==> config.mk <==
export PLATFORM = sky130hd
export DESIGN_NAME = step_dir_receiver_flat
export DESIGN_NICKNAME = d
export VERILOG_FILES = /design/src/rtl/step_dir_receiver_pkg.sv /design/src/rtl/step_dir_receiver_if.sv /design/src/rtl/step_dir_receiver_sync_filter.sv /design/src/rtl/step_dir_receiver.sv /design/src/flat_wrapper.sv
export SDC_FILE = /design/constraint.sdc
export NUM_CORES = 1
export LEC_CHECK = 0
export CELL_PAD_IN_SITES_DETAIL_PLACEMENT = 1
export CELL_PAD_IN_SITES_GLOBAL_PLACEMENT = 1
export CORE_MARGIN = 3
export CORE_UTILIZATION = 25
export CTS_BUF_LIST = sky130_fd_sc_hd__clkbuf_8
export DETAILED_ROUTE_END_ITERATION = 10
export HOLD_SLACK_MARGIN = 0.02
export PLACE_DENSITY = 0.62
export SLEW_MARGIN = 10
export SYNTH_ARGS = -nofsm -noshare
export SYNTH_HDL_FRONTEND = slang
export SYNTH_SLANG_ARGS = --single-unit
==> constraint.sdc <==
create_clock -name clock -period 4.73 [get_ports clock]
set_input_delay 0.946 -clock clock [delete_from_list [all_inputs] [get_ports clock]]
set_output_delay 0.946 -clock clock [all_outputs]
set_load 0.01 [all_outputs]
==> src/rtl/step_dir_receiver_pkg.sv <==
// Shared defaults and sizing helper for the STEP/DIR/EN receiver.
package step_dir_pkg;

    localparam int FILTER_LEN_DEF = 4;
    localparam int DIR_SETUP_DEF  = 8;
    localparam int POS_WIDTH_DEF  = 32;

    // Bits needed to hold the values 0..n, i.e. ceil(log2(n+1)), minimum 1.
    function automatic int cnt_width(input int n);
        int w;
        w = 1;
        for (int i = 1; i < 31; i++) begin
            if ((1 << w) < n + 1) begin
                w = i + 1;
            end
        end
        return w;
    endfunction

endpackage

==> src/rtl/step_dir_receiver_if.sv <==
// Motor-line inputs, control pulses and decoded status of the receiver.
interface step_dir_receiver_if #(
    parameter int POS_WIDTH = step_dir_pkg::POS_WIDTH_DEF
);
    logic                        step_in;
    logic                        dir_in;
    logic                        en_in;
    logic                        clear;
    logic                        err_clear;
    logic signed [POS_WIDTH-1:0] position;
    logic                        step_pulse;
    logic                        dir_q;
    logic                        en_q;
    logic                        setup_err;

    modport master (
        output step_in, dir_in, en_in, clear, err_clear,
        input  position, step_pulse, dir_q, en_q, setup_err
    );

    modport slave (
        input  step_in, dir_in, en_in, clear, err_clear,
        output position, step_pulse, dir_q, en_q, setup_err
    );
endinterface

==> src/rtl/step_dir_receiver_sync_filter.sv <==
// Purpose: 2-flop synchroniser plus glitch filter for one asynchronous line.
// Latency: 1+FILTER_LEN cycles from first sampling edge to q_filt flip.
// Backpressure: none; free-running per clock.
module sync_filter
    import step_dir_pkg::*;
#(
    parameter int FILTER_LEN = FILTER_LEN_DEF
) (
    input  logic clock,
    input  logic reset,
    input  logic d_async,
    output logic q_filt
);

    localparam int            CW   = cnt_width(FILTER_LEN);
    localparam logic [CW-1:0] LAST = CW'(FILTER_LEN - 1);

    logic          s1;
    logic          s2;
    logic [CW-1:0] cnt;

    always_ff @(posedge clock or negedge reset) begin
        if (!reset) begin
            s1     <= 1'b0;
            s2     <= 1'b0;
            cnt    <= '0;
            q_filt <= 1'b0;
        end else begin
            s1 <= d_async;
            s2 <= s1;
            // Any agreeing cycle restarts the count, so only an unbroken run flips q_filt.
            if (s2 == q_filt) begin
                cnt <= '0;
            end else if (cnt == LAST) begin
                q_filt <= s2;
                cnt    <= '0;
            end else begin
                cnt <= cnt + 1'b1;
            end
        end
    end

endmodule

==> src/rtl/step_dir_receiver.sv <==
// Purpose: filter STEP/DIR/EN, count STEP rises into a signed position, flag DIR setup violations.
// Latency: position/step_pulse update 2+FILTER_LEN cycles after a STEP rise is first sampled.
// Backpressure: none; at most one counted step per two cycles.
module step_dir_receiver
    import step_dir_pkg::*;
#(
    parameter int FILTER_LEN = FILTER_LEN_DEF,
    parameter int DIR_SETUP  = DIR_SETUP_DEF,
    parameter int POS_WIDTH  = POS_WIDTH_DEF
) (
    input  logic                 clock,
    input  logic                 reset,
    step_dir_receiver_if.slave   bus
);

    localparam int            SW        = cnt_width(DIR_SETUP);
    localparam logic [SW-1:0] SETUP_MAX = SW'(DIR_SETUP);

    logic                 step_f;
    logic                 dir_f;
    logic                 en_f;
    logic                 step_d;
    logic                 dir_d;
    logic [SW-1:0]        dir_stable;
    logic [POS_WIDTH-1:0] pos;
    logic                 pulse;
    logic                 err;

    logic step_rise;
    logic take;
    logic late;

    sync_filter #(.FILTER_LEN(FILTER_LEN)) u_step (
        .clock(clock), .reset(reset), .d_async(bus.step_in), .q_filt(step_f)
    );
    sync_filter #(.FILTER_LEN(FILTER_LEN)) u_dir (
        .clock(clock), .reset(reset), .d_async(bus.dir_in), .q_filt(dir_f)
    );
    sync_filter #(.FILTER_LEN(FILTER_LEN)) u_en (
        .clock(clock), .reset(reset), .d_async(bus.en_in), .q_filt(en_f)
    );

    // A clear in the same cycle drops the step completely: no count, pulse or error.
    assign step_rise = step_f & ~step_d;
    assign take      = step_rise & en_f & ~bus.clear;
    assign late      = (dir_stable < SETUP_MAX);

    always_ff @(posedge clock or negedge reset) begin
        if (!reset) begin
            step_d     <= 1'b0;
            dir_d      <= 1'b0;
            dir_stable <= '0;
            pos        <= '0;
            pulse      <= 1'b0;
            err        <= 1'b0;
        end else begin
            step_d <= step_f;
            dir_d  <= dir_f;

            if (dir_f != dir_d) begin
                dir_stable <= '0;
            end else if (dir_stable != SETUP_MAX) begin
                dir_stable <= dir_stable + 1'b1;
            end

            if (bus.clear) begin
                pos <= '0;
            end else if (take) begin
                pos <= dir_f ? pos + POS_WIDTH'(1) : pos - POS_WIDTH'(1);
            end

            pulse <= take;

            // A fresh violation outranks err_clear.
            if (take && late) begin
                err <= 1'b1;
            end else if (bus.err_clear) begin
                err <= 1'b0;
            end
        end
    end

    assign bus.position   = pos;
    assign bus.step_pulse = pulse;
    assign bus.dir_q      = dir_f;
    assign bus.en_q       = en_f;
    assign bus.setup_err  = err;

endmodule
==> src/flat_wrapper.sv <==
// flat-port wrapper written by rule: the top's interface ports become plain ports
module step_dir_receiver_flat import step_dir_pkg::*;
#(
    parameter int FILTER_LEN = FILTER_LEN_DEF,
    parameter int DIR_SETUP  = DIR_SETUP_DEF,
    parameter int POS_WIDTH  = POS_WIDTH_DEF
)
  (clock, reset, bus_step_in, bus_dir_in, bus_en_in, bus_clear, bus_err_clear, bus_position, bus_step_pulse, bus_dir_q, bus_en_q, bus_setup_err);
  step_dir_receiver_if #(.POS_WIDTH(POS_WIDTH)) bus_i ();
  input  logic clock;
  input  logic reset;
  input wire logic [$bits(bus_i.step_in)-1:0] bus_step_in;
  input wire logic [$bits(bus_i.dir_in)-1:0] bus_dir_in;
  input wire logic [$bits(bus_i.en_in)-1:0] bus_en_in;
  input wire logic [$bits(bus_i.clear)-1:0] bus_clear;
  input wire logic [$bits(bus_i.err_clear)-1:0] bus_err_clear;
  output wire logic [$bits(bus_i.position)-1:0] bus_position;
  output wire logic [$bits(bus_i.step_pulse)-1:0] bus_step_pulse;
  output wire logic [$bits(bus_i.dir_q)-1:0] bus_dir_q;
  output wire logic [$bits(bus_i.en_q)-1:0] bus_en_q;
  output wire logic [$bits(bus_i.setup_err)-1:0] bus_setup_err;
  assign bus_i.step_in = bus_step_in;
  assign bus_i.dir_in = bus_dir_in;
  assign bus_i.en_in = bus_en_in;
  assign bus_i.clear = bus_clear;
  assign bus_i.err_clear = bus_err_clear;
  assign bus_position = bus_i.position;
  assign bus_step_pulse = bus_i.step_pulse;
  assign bus_dir_q = bus_i.dir_q;
  assign bus_en_q = bus_i.en_q;
  assign bus_setup_err = bus_i.setup_err;
  step_dir_receiver #(.FILTER_LEN(FILTER_LEN), .DIR_SETUP(DIR_SETUP), .POS_WIDTH(POS_WIDTH)) u_core (.clock(clock), .reset(reset), .bus(bus_i));
endmodule
Yosys cells after proc, flatten, opt, wreduce, memory -nomap -nowiden
Cells that the tools add are included.

Register bits after elaboration: 58. Bits of input ports: 7. Logic and storage cells: 61.

Add/subtract/negate cells: 6. Magnitude comparators: 1. Equality and inequality tests: 8. Mux-type cells: 13. Bitwise logic cells: 8. Reductions and logical operators: 7.

Operators by type and width (count): 32-bit two-way mux (3); 32-bit by 1-bit adder with 32-bit output, second input constant (1); 32-bit by 1-bit subtractor with 32-bit output, second input constant (1); 3-bit two-way mux (6); 3-bit by 1-bit adder with 3-bit output, second input constant (3); 3-bit by 2-bit equality test with 1-bit output, second input constant (3); 4-bit two-way mux (2); 2-bit AND reduction (3); 2-bit nonzero test (3); 1-bit inverter (5); 4-bit by 1-bit adder with 4-bit output, second input constant (1); 4-bit less-than comparator, second input constant (1); 4-bit inequality test, second input constant (1); 1-bit AND (3); 1-bit equality test (3); 1-bit two-way mux (2); 1-bit logical AND (1); 1-bit inequality test (1).

Depth between registers and ports, before layout
Depth in word-level cells: 6. Gate-level depth with buffers: 11. Mapped depth without buffers: 10.

Modules after synthesis
From an unflattened synthesis, not the netlist that was laid out.

Cells, all modules: 431. Area, all modules: 3883.7 µm².

Modules (own cells, without submodules): step_dir_receiver (times used 1, cells an instance 392, area each 3234.4 µm², sequential area each 1001.0 µm²); sync_filter (times used 3, cells an instance 13, area each 216.5 µm², sequential area each 150.1 µm²).

Least setup slack after synthesis
Ideal clock, no wire load.

Kind: flip-flop to flip-flop. From: register u_core.u_dir.q_filt. To: register u_core.pos[31], in the netlist u_core.bus.position[31]. Data arrival time: 3.223 ns. Path slack: 1.379 ns. Cell stages (with the launch flop): 12. Clock period less this slack: 3.351 ns. Cells stage by stage: dfrtp_1 -> inv_1 -> ha_1 -> buf_2 -> a21oi_1 -> nand2_1 -> a21o_1 -> o21ai_1 -> a211oi_1 -> or4_1 -> a21oi_1 -> mux2_1.

Word-level cells in the longest chain between the ends: 3.

RTL lines: start: declaration (RTL line step_dir_receiver_sync_filter.sv:12) `output logic q_filt`; start signal: assignment (RTL line step_dir_receiver_sync_filter.sv:27) `q_filt <= 1'b0;`; start signal: assignment (RTL line step_dir_receiver_sync_filter.sv:35) `q_filt <= s2;`; 32-bit two-way mux (RTL line step_dir_receiver.sv:69) `pos <= dir_f ? pos + POS_WIDTH'(1) : pos - POS_WIDTH'(1);`; 32-bit two-way mux (RTL line step_dir_receiver.sv:68) `end else if (take) begin`; 32-bit two-way mux (RTL line step_dir_receiver.sv:66) `if (bus.clear) begin`; end signal: assignment (RTL line step_dir_receiver.sv:69); end: declaration (RTL line step_dir_receiver.sv:25) `logic [POS_WIDTH-1:0] pos;`.

Every way passes these cells. The select of a mux whose other input is x is not followed. A chain may end at the register's enable or synchronous reset.

Final worst setup path
Same ends and word-level chain as after synthesis.

==> metrics.md <==
| Metric | Value |
|---|---|
| First-pass GRT wire length | around 18 mm |
| Worst Path Required | around 5.0 ns |
| Number of antenna violations at the first check in global routing | 0 |
| Critical Setup Path Class | flop to flop |
| Nets | about 530 |
| Final hold vios | 0 |
| CTS sink cnt | 58 |
| Seq. cell area | approximately 1500 um^2 |
| Std-Cell Rows | 44 |
| Vias | about 3,400 |
| Area occupied by multi-input gates | 2310 um^2 |
| Post-Syn Instances | 443 |
| P&R area growth vs syn | 20.9% |
| Post-cts resize count | 0 |
| Synthesized area per cell | slightly below 9 um^2 |
| Max-Cap Viols | 0 |
| FMAX | 0.262 GHz |
| FF-to-FF setup slack | roughly 0.9 ns |
| Synth Net Count | ~490 |
| Final Total Pwr | about 3.7 mW |
| DR iter-0 viols | about 120 |
| Crit-path max FO | 28 |
| Post-Route WL | 10.9 mm |
| Leak Pwr | 2.18 nW |
| Worst EP arrival | 4.05 ns |
| Netlist cell types | between 40 and 50 |
| EDFF count, synth | 0 |
| Die ar. | ~17,000 um^2 |
| RSZ-0062 raised after global routing | false |
| Core ar. | 14,900 um^2 |
| Via density | 5.05 |
| Clock slew seen by the registers of the worst setup and hold paths | 0.07 ns |
| Flops & latches, synth | 58 |
| VDD IR max | about 0.20 mV |
| Setup bufs post-CTS | 0 |
| CTS Buffer Depth | 2 |
| Fillers | about 1,800 |
| Ys Warns | 0 |
| H-Tree Depth | 3 |
| CP Launch Type | flop |
| N_diodes | 0 |
| Final setup fails | 0 |
| DRC violations left | 0 |
| Outcome | finished, final reports clean |
| Global route total overflow | 0 |
| Remaining antenna violation count | 0 |
| Origin of the worst setup path | u_core.u_dir.q_filt |
| Starting density of the core | between 20% and 30% |
| Clock latency on the worst-skew pair | around 0.36 ns |
| PortBufs | 42 |
| Clk Tree Root Cell | clkbuf_8 |
| Synth async-reset ratio | 100% |
| Worst Max-Slew Pin Slew | between 1 and 1.5 ns |
| Largest net degree at the start of global routing | around 60 |
| Most frequent cells in the layout | 65 x nand2_1, 58 x dfrtp_1, 53 x a21oi_1 |
| Cell Area, Synth | ~3900 um^2 |
| Routed wire per std cell | 16.2 um |
| Power per Cell Area | around 780 nW/um^2 |
| Pins Over Slew Limit | 0 |
| Register area share after synthesis | a little under two fifths |
| TritonCTS clock tree | yes |
| Drt first pass iters | 4 |
| Share of cells above drive strength 1 | under 10% |
| Hold_sp | u_core.u_dir.s1 |
| Worst setup endpoint | u_core.bus.position[31] |
| GPL Wtd Cong | roughly 0.80 |
| Hpwl dp | slightly below 8 mm |
| Worst Reg-to-Reg Cells | 10 |
| Endpoint class of the critical path | flop |
| Slew HR | a little over a quarter |
| Most used DFF post-synth | dfrtp_1 |
| Most common cell after layout, fill and taps aside | nand2_1 |
| Tmin final | 3.81 ns |
| Vias in the first global route | 3,575 |
| Die H | 130 um |
| Num CTS Buffers | 9 |
| CTS Hold Buffers Added | 0 |
| Die width | between 100 and 150 um |
| Setup Skew | approximately 0.010 ns |
| Total GRT Usage | between 10% and 20% |
| Final TNS setup | 0 ns |
| Fin crit share | roughly four fifths |
| IO Count | 43 |
| Hold crit path type | flop to flop |
| Reg2Reg Launch Point | u_core.u_dir.q_filt |
| RR Endpoint | u_core.bus.position[31] |
## cells in the mapped netlist (6+ instances only)
cell type | count | share of area (%)
a211oi_1 | 7 | 1.4
a21o_1 | 26 | 5.0
a21oi_1 | 53 | 6.8
clkbuf_1 | 15 | 1.5
dfrtp_1 | 58 | 37
ha_1 | 35 | 11
inv_1 | 10 | 0.97
nand2_1 | 65 | 6.3
nand3_1 | 6 | 0.78
nand3b_1 | 6 | 1.2
nor2_1 | 21 | 2.0
nor2b_1 | 8 | 1.3
nor3_1 | 16 | 2.1
o21ai_0 | 27 | 3.5
xnor2_1 | 16 | 3.6
xor2_1 | 10 | 2.3
## cells by family (layout without fill, tap and decap cells)
logic type                 after synthesis  in the layout  synth area share [%]
and+or+nand+nor                        145            145                  17.5
AOI/OAI and AO/OA                      146            146                  23.3
muxes                                    4              4                  1.13
buffers and inverters                   28             72                  2.81
adders and majority gates               36             36                  11.8
DFF                                     58             58                  37.5
xor gates and xnor gates                26             26                  5.88
## routing by layer
| layer | GRT usage [%] | vias up | share of wire [%] |
|---|---|---|---|
| li1 | - | 1673 | - |
| met1 | 17.6 | 1663 | 50 |
| met2 | 21.4 | 43 | 46 |
| met3 | 3.58 | 11 | 3.1 |
| met4 | 4.42 | 0 | 1.4 |
| met5 | 0 | - | 0 |
## per-stage QoR
step	setup slack [ns]	area, um^2	utilization [%]	cells	hold slack [ns]
2_1_floorplan	1.38	3870	-	443	0.331
3_3_place_gp	1.04	4480	30.1	655	0.332
3_5_place_dp	0.920	4480	30.1	655	0.339
4_1_cts	0.904	4680	31.5	671	0.355
5_1_grt	0.669	4680	31.5	671	0.364
6_report	0.919	4680	31.5	671	0.353
## critical path, cell delays in order, from the launching register on
cell      delay (ns)
dfrtp_1         0.46
inv_1           0.82
ha_1            0.47
a21oi_1         0.20
o21ai_0         0.16
a21o_1          0.23
o21ai_1         0.22
a211oi_1        0.14
or4_1           0.48
a21oi_1         0.17
mux2_1          0.33
## worst min path at each step
| stage | to | slack [ns] | depth (start not counted) |
|---|---|---|---|
| CTS | u_core.u_step.s2 | 0.35 | 0 |
| detailed placement | u_core.u_step.s2 | 0.34 | 0 |
| floorplan | u_core.u_dir.s2 | 0.33 | 0 |
| global placement | u_core.u_step.s2 | 0.33 | 0 |
| finish | u_core.u_dir.s2 | 0.35 | 0 |
| global route | u_core.u_en.s2 | 0.36 | 0 |
## state kept, by name (all words and copies together), names as in the netlist, 3 cells and up
register,count
u_core.bus.position,32
u_core.dir_stable,4
u_core.u_dir.cnt,3
u_core.u_en.cnt,3
u_core.u_step.cnt,3
## power breakdown
| group | switching [mW] | internal, mW | total, mW |
|---|---|---|---|
| registers | 0.141 | 0.648 | 0.789 |
| logic | 1.38 | 1.02 | 2.40 |
| clock network | 0.214 | 0.269 | 0.483 |
## area by class of cell
cell class	count	share of cell area (%)
Multi-Input combinational cell	357	49.4
Sequential cell	58	31.0
Timing Repair Buffer	46	9.51
Tap cell	184	4.92
Clock buffer	11	3.23
Clock inverter	5	1.15
Inverter	10	0.802
No activity file was read; power rests on OpenSTA's default activity.
